`config.mk`:
```
export PLATFORM = sky130hd
export DESIGN_NAME = traffic_sensor_conditioner
export DESIGN_NICKNAME = d
export VERILOG_FILES = /design/src/rtl/traffic_sensor_conditioner.sv
export SDC_FILE = /design/constraint.sdc
export NUM_CORES = 1
export LEC_CHECK = 0
export ABC_AREA = 1
export ABC_CLOCK_PERIOD_IN_PS = 1320
export CAP_MARGIN = 20
export CORE_MARGIN = 2
export CORE_UTILIZATION = 51
export DETAILED_ROUTE_END_ITERATION = 8
export PLACE_DENSITY = 0.83
export SYNTH_ARGS = -nofsm -noshare
export SYNTH_HDL_FRONTEND = slang
export SYNTH_SLANG_ARGS = --single-unit
```
`constraint.sdc`:
```
create_clock -name clk -period 1.32 [get_ports clk]
set_input_delay 0.198 -clock clk [delete_from_list [all_inputs] [get_ports clk]]
set_output_delay 0.198 -clock clk [all_outputs]
set_load 0.02 [all_outputs]
```
`src/rtl/traffic_sensor_conditioner.sv`:
```
// Purpose: conditions five raw vehicle detectors into latched per-lane requests for the
//          traffic light controller, with debounce, serve-based clearing and starvation flags.
// Latency: raw high from sampling edge N -> req after edge N+1+DEB_CYCLES with TSC_SYNC_EN,
//          N+DEB_CYCLES-1 without; green -> request clear takes one edge.
// Backpressure: none; requests stay latched until the controller shows green on that lane.
//
// Optional build macro: TSC_SYNC_EN (2-flop input synchronizer; undefined = sample raw_sensor directly).
//
// Ports:
//   clk         clock
//   reset       synchronous, active-high reset
//   raw_sensor  [4:0] raw detectors {e_left, w_left, e_str, w_str, ns}
//   light       [9:0] controller lights, 2 bits per lane, same lane order; 2'b10 = green
//   req         [4:0] conditioned requests
//   starve      [4:0] lane has waited MAX_WAIT cycles unserved
//   any_req     OR of req
module traffic_sensor_conditioner #(
    parameter int DEB_CYCLES = 3,
    parameter int MAX_WAIT   = 31
) (
    input  logic       clk,
    input  logic       reset,
    input  logic [4:0] raw_sensor,
    input  logic [9:0] light,
    output logic [4:0] req,
    output logic [4:0] starve,
    output logic       any_req
);

    localparam int DW = $clog2(DEB_CYCLES + 1);
    localparam int WW = $clog2(MAX_WAIT + 1);
    // deb_cnt value held in ARM just before the final accepted sample
    localparam logic [DW-1:0] DEB_LAST = DW'(DEB_CYCLES - 1);
    localparam logic [WW-1:0] WAIT_MAX = WW'(MAX_WAIT);

    typedef enum logic [1:0] {
        IDLE  = 2'd0,
        ARM   = 2'd1,
        PEND  = 2'd2,
        SERVE = 2'd3
    } lane_state_t;

    lane_state_t   state_q [5];
    lane_state_t   state_d [5];
    logic [DW-1:0] deb_q   [5];
    logic [DW-1:0] deb_d   [5];
    logic [WW-1:0] wait_q  [5];
    logic [WW-1:0] wait_d  [5];

    logic [4:0] s;
    logic [4:0] green;

`ifdef TSC_SYNC_EN
    logic [4:0] sync1_q;
    logic [4:0] sync2_q;

    always_ff @(posedge clk) begin
        if (reset) begin
            sync1_q <= '0;
            sync2_q <= '0;
        end else begin
            sync1_q <= raw_sensor;
            sync2_q <= sync1_q;
        end
    end

    assign s = sync2_q;
`else
    // Without the synchronizer the SERVE-state request follows the raw input directly.
    assign s = raw_sensor;
`endif

    // Only 2'b10 is green; yellow, red and the unused 2'b11 code all count as not green.
    always_comb begin
        green = '0;
        for (int i = 0; i < 5; i++) begin
            green[i] = (light[2*i +: 2] == 2'b10);
        end
    end

    always_ff @(posedge clk) begin
        if (reset) begin
            for (int i = 0; i < 5; i++) begin
                state_q[i] <= IDLE;
                deb_q[i]   <= '0;
                wait_q[i]  <= '0;
            end
        end else begin
            for (int i = 0; i < 5; i++) begin
                state_q[i] <= state_d[i];
                deb_q[i]   <= deb_d[i];
                wait_q[i]  <= wait_d[i];
            end
        end
    end

    always_comb begin
        for (int i = 0; i < 5; i++) begin
            state_d[i] = state_q[i];
            deb_d[i]   = deb_q[i];
            wait_d[i]  = wait_q[i];
            req[i]     = 1'b0;
            starve[i]  = 1'b0;

            case (state_q[i])
                IDLE: begin
                    deb_d[i]  = '0;
                    wait_d[i] = '0;
                    if (s[i]) begin
                        if (DEB_CYCLES == 1) begin
                            // Single-sample debounce completes immediately; green serves it at once.
                            state_d[i] = green[i] ? SERVE : PEND;
                        end else begin
                            state_d[i] = ARM;
                            deb_d[i]   = DW'(1);
                        end
                    end
                end

                ARM: begin
                    if (s[i]) begin
                        if (deb_q[i] == DEB_LAST) begin
                            state_d[i] = green[i] ? SERVE : PEND;
                            deb_d[i]   = '0;
                        end else begin
                            deb_d[i] = deb_q[i] + 1'b1;
                        end
                    end else begin
                        state_d[i] = IDLE;
                        deb_d[i]   = '0;
                    end
                end

                PEND: begin
                    req[i]    = 1'b1;
                    starve[i] = (wait_q[i] == WAIT_MAX);
                    if (green[i]) begin
                        // Serving takes priority over a saturated wait counter.
                        state_d[i] = SERVE;
                        wait_d[i]  = '0;
                    end else if (wait_q[i] != WAIT_MAX) begin
                        wait_d[i] = wait_q[i] + 1'b1;
                    end
                end

                SERVE: begin
                    // A vehicle still present keeps the request up through the green.
                    req[i] = s[i];
                    if (!green[i]) begin
                        wait_d[i]  = '0;
                        state_d[i] = s[i] ? PEND : IDLE;
                    end
                end

                default: begin
                    state_d[i] = IDLE;
                end
            endcase
        end
    end

    assign any_req = |req;

endmodule
```
Word level (Yosys, flattened, before mapping)
Memories as Yosys holds them, arrays and structs flattened.
Cells that the tools add are included.
W data, S select, Z words.
Storage, ports and cells
  RAM bits: 45
  memories: 3
  register bits after elaboration: 0
  word-level logic and storage cells: 177
Memories
  wait_q: words 5, width 5, rd ports 5, clocked after memory_dff 0, write ports 5, RTL line 47  | logic [WW-1:0] wait_q [5];
  deb_q: words 5, width 2, rd ports 5, clocked after memory_dff 0, write ports 5, RTL line 45  | logic [DW-1:0] deb_q [5];
  state_q: words 5, width 2, rd ports 5, clocked after memory_dff 0, write ports 5, RTL line 43  | lane_state_t state_q [5];
Operators by class
  mux-type cells: 108
  equality and inequality tests: 35
  reduce and logical (&&, ||, !) cells: 6
  bitwise gates (word level): 15
  add/sub/neg operators: 10
Operators by type and width (count)
  $mux W2: 50
  $mux W5: 20
  $pmux W5 S3: 5
  $eq A2 B2 Y1 const B: 20
  $pmux W2 S4: 5
  $add A5 B1 Y5 const B: 5
  $eq A5 B5 Y1 const B: 5
  $ne A5 B5 Y1 const B: 5
  $pmux W2 S2: 5
  $mux W1: 18
  $or A1 B1 Y1: 15
  $add A2 B1 Y2 const B: 5
  $eq A2 B1 Y1 const B: 5
  $logic_not A2 Y1: 5
  $pmux W1 S2: 5
  $reduce_or A5 Y1: 1

Depth between registers and ports, before layout
Gate-level depths: netlist of run 1.
  depth in word-level cells: 6
  mapped depth: 11
  depth with buffers taken out: 11

Least setup slack after synthesis of run 1
No wires, ideal clock.
  path kind: register to register
  start: memory wait_q[0][5] in the netlist's numbering
  end: memory wait_q[0][8] in the netlist's numbering
  setup time: 114 ps
  buffers on the path: 0
  setup slack: -316 ps
  stages on the path, launching flop included: 12
  arrival: 1522 ps
  required time: 1206 ps
  clock period less this slack: 1636 ps
  cell sequence: dfxtp_1 ha_1 inv_1 nor3_1 ha_1 inv_1 nor2_2 nand2_2 nand2_2 nand2_1 nand2_1 nor2_1
RTL lines (RTL line)
  start, declared: 47

==> impl_metrics.csv, run 1 <==
group,metric,value,unit
critical_path,arrival,1.45,ns
timing,hold_viol,0,
cells_and_area,drive_gt1_frac,0.477,
route,post_drt_wl_per_cell,17.3,µm
grt,gr-total-overflow,0,
critical_path,worstSetupPathType,"register to output pin",
route,drtIter0Drc,347,
route,viasPerCell,5.73,
die,start_util,0.529,
grt,grt_max_degree,14,
cells_and_area,post-route-util,0.870,
logic_synthesis,async_reset_ff_frac,0,
job,drv_cap,0,
timing,rsz0062_at_grt,"true",
logic_synthesis,syn_nets,453,
route,drc,0,
grt,antenna_found_initial,0,
timing,setup_violations,37,
placement,place.gp.congestion,0.894,
cells_and_area,areaGrowthSynthToFinish,64.4,%
timing,fin_setup_tns,-6.82,ns
timing,fin_worst_skew,0.00657,ns
logic_synthesis,synth_edf_count,0,
grt,grt_pass1_wl,13.8,mm
cts,cts_hold_buf,0,
critical_path,crit_path_end_kind,"output pin",
logic_synthesis,synth_common_cells,"nand2_1 (99), nor2_1 (64), inv_1 (62), dfxtp_1 (45), a21oi_1 (29)",
cts,cts_tree,"yes",
logic_synthesis,yosys-top-cells-area,"dfxtp_1 (33%), nand2_1 (14%), nor2_1 (8.8%), inv_1 (8.6%), ha_1 (6.4%)",
logic_synthesis,syn_area,2720,µm²
cts,clkSlewWorstSetupHoldPaths,0.09,ns
min_path,hold_class,"primary input to register",
cts,cts_root_buf,"clkbuf_8",
placement,dp_slack,-0.610,ns
cts,numCtsBuffers,5,
cts,cts_buffer_depth,2,
timing,tightest_slew,0.383,ns
timing,fin_crit,1.65,ns
cells_and_area,antennaDiodeCount,0,
timing,slew_viol_final,0,
die,row_count,26,
logic_synthesis,synth_top_cell_by_area,"dfxtp_1",
die,die_h,77.0,µm
die,core,5140,µm²
pwr,vdd_drop_max,0.741,mV
route,dr.pass1.iters,5,
grt,first_global_vias,3239,
route,vias,3502,
logic_synthesis,synthCells,422,
cts,htreeDepth,2,
critical_path,required,1.12,ns
grt,track_usage,0.283,
logic_synthesis,synth_sequential_area_ratio,0.331,
logic_synthesis,synth_area_per_cell,6.44,µm²
die,die_area,5930,µm²
placement,place.detailed.hpwl,5.18,mm
route,totalWireLength,10.5,mm
critical_path,ff2ff_setup_slack,-0.31,ns
timing,max-slew-margin-rel,0.745,
logic_synthesis,yosysUniqueCellTypes,32,
route,drtAntennaViolNets,0,
pwr,leakage,1.98,nW
die,die_x,77.0,µm
pwr,power.total,5.17,mW
logic_synthesis,yosysTopAreaCellShare,0.331,
logic_synthesis,ys_warn_count,0,
cts,cts_sinks,45,
timing,fin_ws,-0.326,ns
die,ios,28,
critical_path,start_kind,"register",
logic_synthesis,synth.most_common_cell,"nand2_1",
timing,max_freq,608,MHz
pwr,power_density,1160,nW/µm²
critical_path,worst-path-max-fanout,2,
status,status,"finished with violations",
logic_synthesis,synth_top_flop_cell,"dfxtp_1",
status,failed_checks,"setup timing",
logic_synthesis,yosys_register_bits,45,
cells_and_area,fin_nets,572,
cts,clk_latency,0.31,ns
placement,portBuffers,27,
timing,period_share,1.25,
## per-layer routing
layer | track usage | vias up | wire (µm)
li1 | - | 1586 | -
met1 | 0.313 | 1633 | 3950
met2 | 0.525 | 213 | 5250
met3 | 0.0424 | 70 | 784
met4 | 0.143 | 0 | 559
met5 | 0 | - | 0
## per-stage QoR
stage | hold WS [ns] | instances | area (µm²)
finish | 0.403 | 611 | 4470
global route | 0.409 | 611 | 4470
CTS | 0.407 | 609 | 4200
detailed placement | 0.458 | 592 | 3750
global placement | 0.456 | 592 | 3750
floorplan | 0.338 | 422 | 2810
## cells by family after synthesis
kind of cell / Yosys count / share of synthesized area
AO/OA/AOI/OAI: 66 / 0.142
adder cells (fa/ha/maj): 14 / 0.0644
buffers and inverters: 73 / 0.103
flip-flops: 45 / 0.331
AND/OR/NAND/NOR: 224 / 0.359
## cells in the final DEF (no fill, tap or decap), types with 4 or more instances in the layout
master / Yosys / final
nand2_1: 99 / 76
buf_4: 1 / 76
nor2_1: 64 / 48
inv_1: 62 / 42
dfxtp_1: 45 / 25
buf_6: 0 / 22
inv_2: 7 / 20
nand2_2: 6 / 20
dfxtp_2: 0 / 17
nor2_2: 5 / 16
nand3_1: 25 / 16
a21oi_1: 29 / 15
clkdlybuf4s50_1: 0 / 12
a21oi_2: 2 / 11
ha_4: 0 / 10
o21ai_0: 16 / 9
o21ai_1: 7 / 9
nand2_4: 2 / 8
nor2_4: 2 / 7
nand3_2: 1 / 7
inv_4: 0 / 6
o21ai_2: 1 / 6
nor3_1: 8 / 6
clkbuf_8: 0 / 6
a21oi_4: 0 / 5
nand4_1: 5 / 5
o211ai_1: 5 / 5
ha_2: 0 / 4
## what timing repair did
action	CTS	global route
setup buffers	13	4
setup endpoints to repair	38	41
endpoints found under the hold margin	0	0
resized for setup	149	81
pin swaps	39	33
## worst paths after layout
check                 from            end  depth (start not counted)
max           wait_q[0][5]      starve[1]                          7
min          raw_sensor[1]    deb_q[0][2]                          4
max reg2reg   wait_q[0][5]   wait_q[0][9]                         11
min reg2reg  wait_q[0][19]  wait_q[0][19]                          2
## cell type report
cell class                      count  area [µm²]
Clock buffer                        7        86.3
Fill cell                         265         669
Inverter                           69         279
Multi-Input combinational cell    304        2070
Sequential cell                    45         933
Tap cell                           70        87.6
Timing Repair Buffer              116        1020
## where the power goes
group	switching [mW]	internal [mW]	leakage, nW	total, mW
Combinational	1.44	1.10	1.56	2.54
Sequential	0.181	1.54	0.376	1.72
Clock	0.490	0.417	0.0443	0.907
Total	2.11	3.06	1.98	5.17
## worst max-delay path, stage by stage, from the launching register on
cell and delay, ns:
dfxtp_2 0.36, ha_4 0.15, inv_4 0.03, nor3_4 0.12, ha_2 0.19, inv_2 0.05
nor2_4 0.10, buf_6 0.13
(Power assumes the default switching activity.)
==> run 2, diff against run 1 <==
CORE_MARGIN = 1   (was 2)
GPL_ROUTABILITY_DRIVEN = 0   (was default)
MAX_ROUTING_LAYER = met4   (was default)
==> impl_metrics.csv, run 2 (same netlist as run 1, synthesis figures left out) <==
group,metric,value,unit
cells_and_area,layout_common_cells,"nand2_1 (76), buf_4 (72), nor2_1 (51)",
timing,max-slew-margin-rel,0.758,
critical_path,crit_path_end_kind,"output pin",
route,drtAntennaViolNets,0,
critical_path,path_cells,"ha_4 -> nand2_2 -> nor2_1 -> ha_2 -> inv_2 -> nor2_4 -> buf_6",
timing,fin_worst_skew,0.00569,ns
timing,slew_viol_final,0,
grt,antenna_found_initial,0,
cts,cts_sinks,45,
die,die_x,75.0,µm
cts,clkSlewWorstSetupHoldPaths,0.09,ns
cells_and_area,post-route-util,0.864,
die,ios,28,
grt,first_global_vias,3325,
critical_path,worstSetupPathType,"register to output pin",
status,status,"finished with violations",
cts,numCtsBuffers,5,
timing,fin_crit,1.71,ns
grt,gr-total-overflow,0,
route,dr.pass1.iters,7,
timing,rsz0062_at_grt,"true",
cells_and_area,fin_nets,567,
cts,cts_tree,"yes",
critical_path,worst-path-max-fanout,2,
timing,setup_violations,39,
placement,place.detailed.hpwl,5.31,mm
job,drv_cap,0,
placement,portBuffers,27,
critical_path,cp_slowest_stage_delay,0.37,ns
cells_and_area,final_area,4410,µm²
pwr,power.total,5.20,mW
timing,fin_setup_tns,-8.32,ns
timing,tightest_slew,0.362,ns
cells_and_area,fillers,249,
die,start_util,0.532,
timing,whs,0.378,ns
grt,track_usage,0.362,
cells_and_area,areaGrowthSynthToFinish,62.4,%
cts,clk_latency,0.32,ns
cells_and_area,drive_gt1_frac,0.466,
route,viasPerCell,5.92,
min_path,hold_class,"primary input to register",
die,die_h,75.0,µm
route,vias,3596,
timing,fin_ws,-0.393,ns
cells_and_area,antennaDiodeCount,0,
route,post_drt_wl_per_cell,18.4,µm
cells_and_area,final_common_cell,"nand2_1",
critical_path,arrival,1.52,ns
pwr,leakage,1.96,nW
pwr,vdd_drop_max,0.646,mV
die,die_area,5630,µm²
route,totalWireLength,11.1,mm
die,core,5110,µm²
route,drc,0,
cts,cts_buffer_depth,2,
cts,cts_root_buf,"clkbuf_8",
critical_path,cp_slowest_cell,"dfxtp_2",
pwr,power_density,1180,nW/µm²
grt,grt_max_degree,15,
status,failed_checks,"setup timing",
placement,placed_area,3730,µm²
cts,htreeDepth,2,
route,drtIter0Drc,376,
critical_path,ff2ff_setup_slack,-0.35,ns
critical_path,start_kind,"register",
timing,period_share,1.30,
grt,grt_pass1_wl,14.7,mm
critical_path,required,1.12,ns
timing,max_freq,584,MHz
timing,hold_viol,0,
die,row_count,26,
-- run 2: changes by cell type in the layout (fill, tap and decap cells not counted), moves of 3 or more --
cell	previous run	this run
a21oi_4	5	2
buf_4	76	72
inv_4	6	3
nand2_4	8	12
nor2_1	48	51
nor2_2	16	9
nor2_4	7	11
o21ai_1	9	12
o21ai_2	6	3
-- run 2: worst max-delay path: cells and delay by family (launching register included) --
family	cells	cell delay, ns
buffers and inverters	2	0.18
flip-flops	1	0.37
adder cells (fa/ha/maj)	2	0.37
AND/OR/NAND/NOR	3	0.27
-- run 2: final cells by class --
class | instances | area (µm²) | area share
Multi-Input combinational cell | 304 | 2040 | 0.463
Timing Repair Buffer | 111 | 980 | 0.222
Sequential cell | 45 | 938 | 0.213
Inverter | 69 | 282 | 0.0638
Tap cell | 70 | 87.6 | 0.0198
Clock buffer | 6 | 72.6 | 0.0164
Clock inverter | 2 | 10.0 | 0.00227
-- run 2: timing repair --
item	4_1_cts	5_1_grt
setup endpoints to repair	39	44
resized for setup	142	87
pin swaps	38	36
hold buffers	0	0
buffers inserted	9	6
-- run 2: final timing paths --
check                  endpoint     startpoint  cells after the start
setup / recovery      starve[2]  wait_q[0][10]                      7
hold / removal         register  raw_sensor[0]                      5
setup reg to reg  wait_q[0][21]  wait_q[0][21]                     11
hold reg to reg   wait_q[0][19]  wait_q[0][19]                      2
-- run 2: layer usage --
metal | GRT usage | wire length, µm
met4 | 0.241 | 806
met3 | 0.0723 | 982
met5 | - | 0
met2 | 0.626 | 5330
met1 | 0.370 | 4030
-- run 2: report_power, final --
group | total [mW] | internal (mW) | switching [mW] | leakage, nW
clock network | 0.920 | 0.369 | 0.551 | 0.0450
logic | 2.58 | 1.07 | 1.50 | 1.54
registers | 1.71 | 1.53 | 0.171 | 0.377
-- run 2: metrics by stage --
stage          setup slack, ns  cells
2_1_floorplan           -0.109    422
3_3_place_gp            -0.571    589
3_5_place_dp            -0.560    589
4_1_cts                 -0.342    604
5_1_grt                 -0.433    607
6_report                -0.393    607
==> patch, RTL diff (flow settings as in run 1) <==
Build with the macro `TSC_SYNC_EN` defined.
--- a/src/rtl/traffic_sensor_conditioner.sv
+++ b/src/rtl/traffic_sensor_conditioner.sv
@@ -14,6 +14,8 @@
 //   req         [4:0] conditioned requests
 //   starve      [4:0] lane has waited MAX_WAIT cycles unserved
 //   any_req     OR of req
+`define TSC_SYNC_EN
+
 module traffic_sensor_conditioner #(
     parameter int DEB_CYCLES = 3,
     parameter int MAX_WAIT   = 31
Formal check against the unedited RTL: not equivalent (a bounded check fails within 4 cycles, from zero or initial values and one cycle with reset high).
==> patch against run 1 <==
- wire length is 5.2% lower
- cell area is 7.5% higher
- power is 9.1% lower
- synthesized cell count is 7.6% higher
- via count is 0.60% lower
- setup slack better by 0.014 ns
- sequential cell count is 10 higher
- largest cell class unchanged
- largest power group is now sequential cells
- hold slack worse by 0.020 ns
- count of clock-buffer cells in the layout is 1 lower
- clock skew is 0.0012 ns lower
- highest routed layer unchanged
- area after synthesis is 10% higher
- die area is 9.7% higher
- final cell count is 6.1% higher
- the run still ends with negative setup slack left
- clock power is 32% higher
- critical endpoint is now starve[0]
==> patch: results (changes against run 1) <==
Peak VDD IR = 0.00101 V (was 0.000741 V)
Clk Latency, worst-skew pair = 0.32 ns
Layout cells sized above 1 = 0.448 (was 0.477)
Cells taking the most area after synthesis = dfxtp_1 37%, nand2_1 13%, nor2_1 9.6%, inv_1 8.8%, ha_1 5.8% (was dfxtp_1 33%, nand2_1 14%, nor2_1 8.8%, inv_1 8.6%, ha_1 6.4%)
Setup TNS = -4.97 ns (was -6.82 ns)
Slew HR = 0.754 (was 0.745)
Asr flop ratio synth = 0 (unchanged)
Max H-tree Level = 2 (unchanged)
Initial DRC count = 245 (was 347)
Top Registers = wait_q x25, deb_q x10
Maximum clock rate = 613 MHz (was 608 MHz)
Hold Startpoint = raw_sensor[1] (unchanged)
Adder-cell area share of the yosys netlist = 0.0585 (was 0.0644)
Yosys warns = 0 (unchanged)
Status = finished with violations (unchanged)
Hold crit path type = in -> reg (unchanged)
Sequential-to-total area share from yosys stat = 0.367 (was 0.331)
Post-Synth XOR/XNOR Area = 0.00292 (was 0)
Lkg Pwr = 2.19 nW (was 1.98 nW)
Number of global-route vias before repair = 3373 (was 3239)
Pin count of the biggest net entering global routing = 27 (was 14)
Netlist cell types = 28 (was 32)
First-pass GRT wire length = 14000 um (was 13800 um)
Via density = 5.37 (was 5.73)
Wire length per cell = 15.4 um (was 17.3 um)
Setup violators final = 35 (was 37)
Port-buffer cells = 27 (unchanged)
Worst Skew = 0.00541 ns (was 0.00657 ns)
First-pass iteration count of the detailed router = 5 (unchanged)
Root buffer cell = clkbuf_8 (unchanged)
Post-route setup slack = -0.311 ns (was -0.326 ns)
GRT Total Usage = 0.274 (was 0.283)
Maximum clock path buffer count = 2 (unchanged)
Post-synth top cells = 102 x nand2_1, 77 x nor2_1, 70 x inv_1 (was 99 x nand2_1, 64 x nor2_1, 62 x inv_1)
Mux cell area share after synthesis = 0 (unchanged)
CP Max Fanout = 2 (unchanged)
CTS clk-pin slew, worst paths = 0.10 ns
Syn Inst Count = 454 (was 422)
CP arrival = 1.43 ns (was 1.45 ns)
Hpwl dp = 5380 um (was 5180 um)
Syn Nets = 485 (was 453)
Routability congestion estimate = 0.869 (was 0.894)
Sw frac = 0.337 (was 0.408)
# nets final = 606 (was 572)
Failing checks = negative setup slack (unchanged)
Vias = 3481 (was 3502)
Initial antenna violation count = 0 (unchanged)
Compound-gate portion of the synthesized area = 0.102 (was 0.142)
Ant. Diodes = 0 (unchanged)
WHS Path Cells = 3 (was 4)
Placed instance count = 622 (was 592)
Reg2reg start = wait_q[0][1] (was wait_q[0][5])
[patch: cell types whose count changed after synthesis, moves of 3 or more]
cell	run 1	this run
nor3_1	8	3
nor2_2	5	2
a21oi_1	29	32
inv_1	62	70
nor2_4	2	6
dfxtp_1	45	55
or2_2	1	4
o21ai_1	7	1
nor2_1	64	77
nand2_1	99	102
nand3_1	25	34
[patch: layout make-up]
cell class,instances,area (um^2)
Inverter,75,294
Timing Repair Buffer,120,1040
Clock buffer,6,82.6
Clock inverter,2,35.0
Fill cell,298,767
Multi-Input combinational cell,318,2130
Tap cell,72,90.1
Sequential cell,55,1130
[patch: kinds of logic (layout without fill, tap and decap cells)]
kind of cell	Yosys count	after routing
adders and majority gates	14	14
xor gates and xnor gates	1	1
and+or+nand+nor	247	247
DFF	55	55
AOI/OAI and AO/OA	56	56
buffers and inverters	81	203
[patch: worst paths after layout]
path | endpoint | slack, ns
setup / recovery | starve[0] | -0.31
hold / removal | sync1_q[1] | 0.38
setup reg to reg | wait_q[0][2] | -0.28
hold reg to reg | s[4] | 0.42
[patch: power by group through the flow]
stage	combinational [W]	sequential [W]	clock (W)
floorplan	0.000628	0.00188	0
global placement	0.00111	0.00185	0
detailed placement	0.00115	0.00186	0
CTS	0.00140	0.00184	0.00120
global route	0.00175	0.00187	0.00129
finish	0.00164	0.00186	0.00120
[patch: per-stage QoR]
stage	setup slack, ns	area [um^2]	hold WS, ns
2_1_floorplan	-0.0795	3050	0.305
3_3_place_gp	-0.452	3950	0.394
6_report	-0.311	4810	0.384
5_1_grt	-0.378	4810	0.404
3_5_place_dp	-0.534	3950	0.392
4_1_cts	-0.298	4520	0.380
[patch: critical path, cell delays in order, from the launching register on]
cell and delay [ns]:
dfxtp_2 0.38, ha_4 0.14, nand2_2 0.05, nor2_1 0.09, ha_2 0.19, inv_2 0.04, nor2_2 0.09, buf_6 0.12
[patch: per-layer routing]
layer	up-vias	GRT usage	part of all wire
met2	132	0.512	0.52
met1	1654	0.296	0.40
met4	0	0.120	0.024
met5	-	0	0
met3	26	0.0517	0.049
li1	1669	-	-
[patch: what timing repair did]
action / in CTS / in global routing
pin swaps: 59 / 46
resized for setup: 164 / 68
setup buffers: 18 / 7
endpoints found under the setup margin: 39 / 44
cloned: 0 / 0
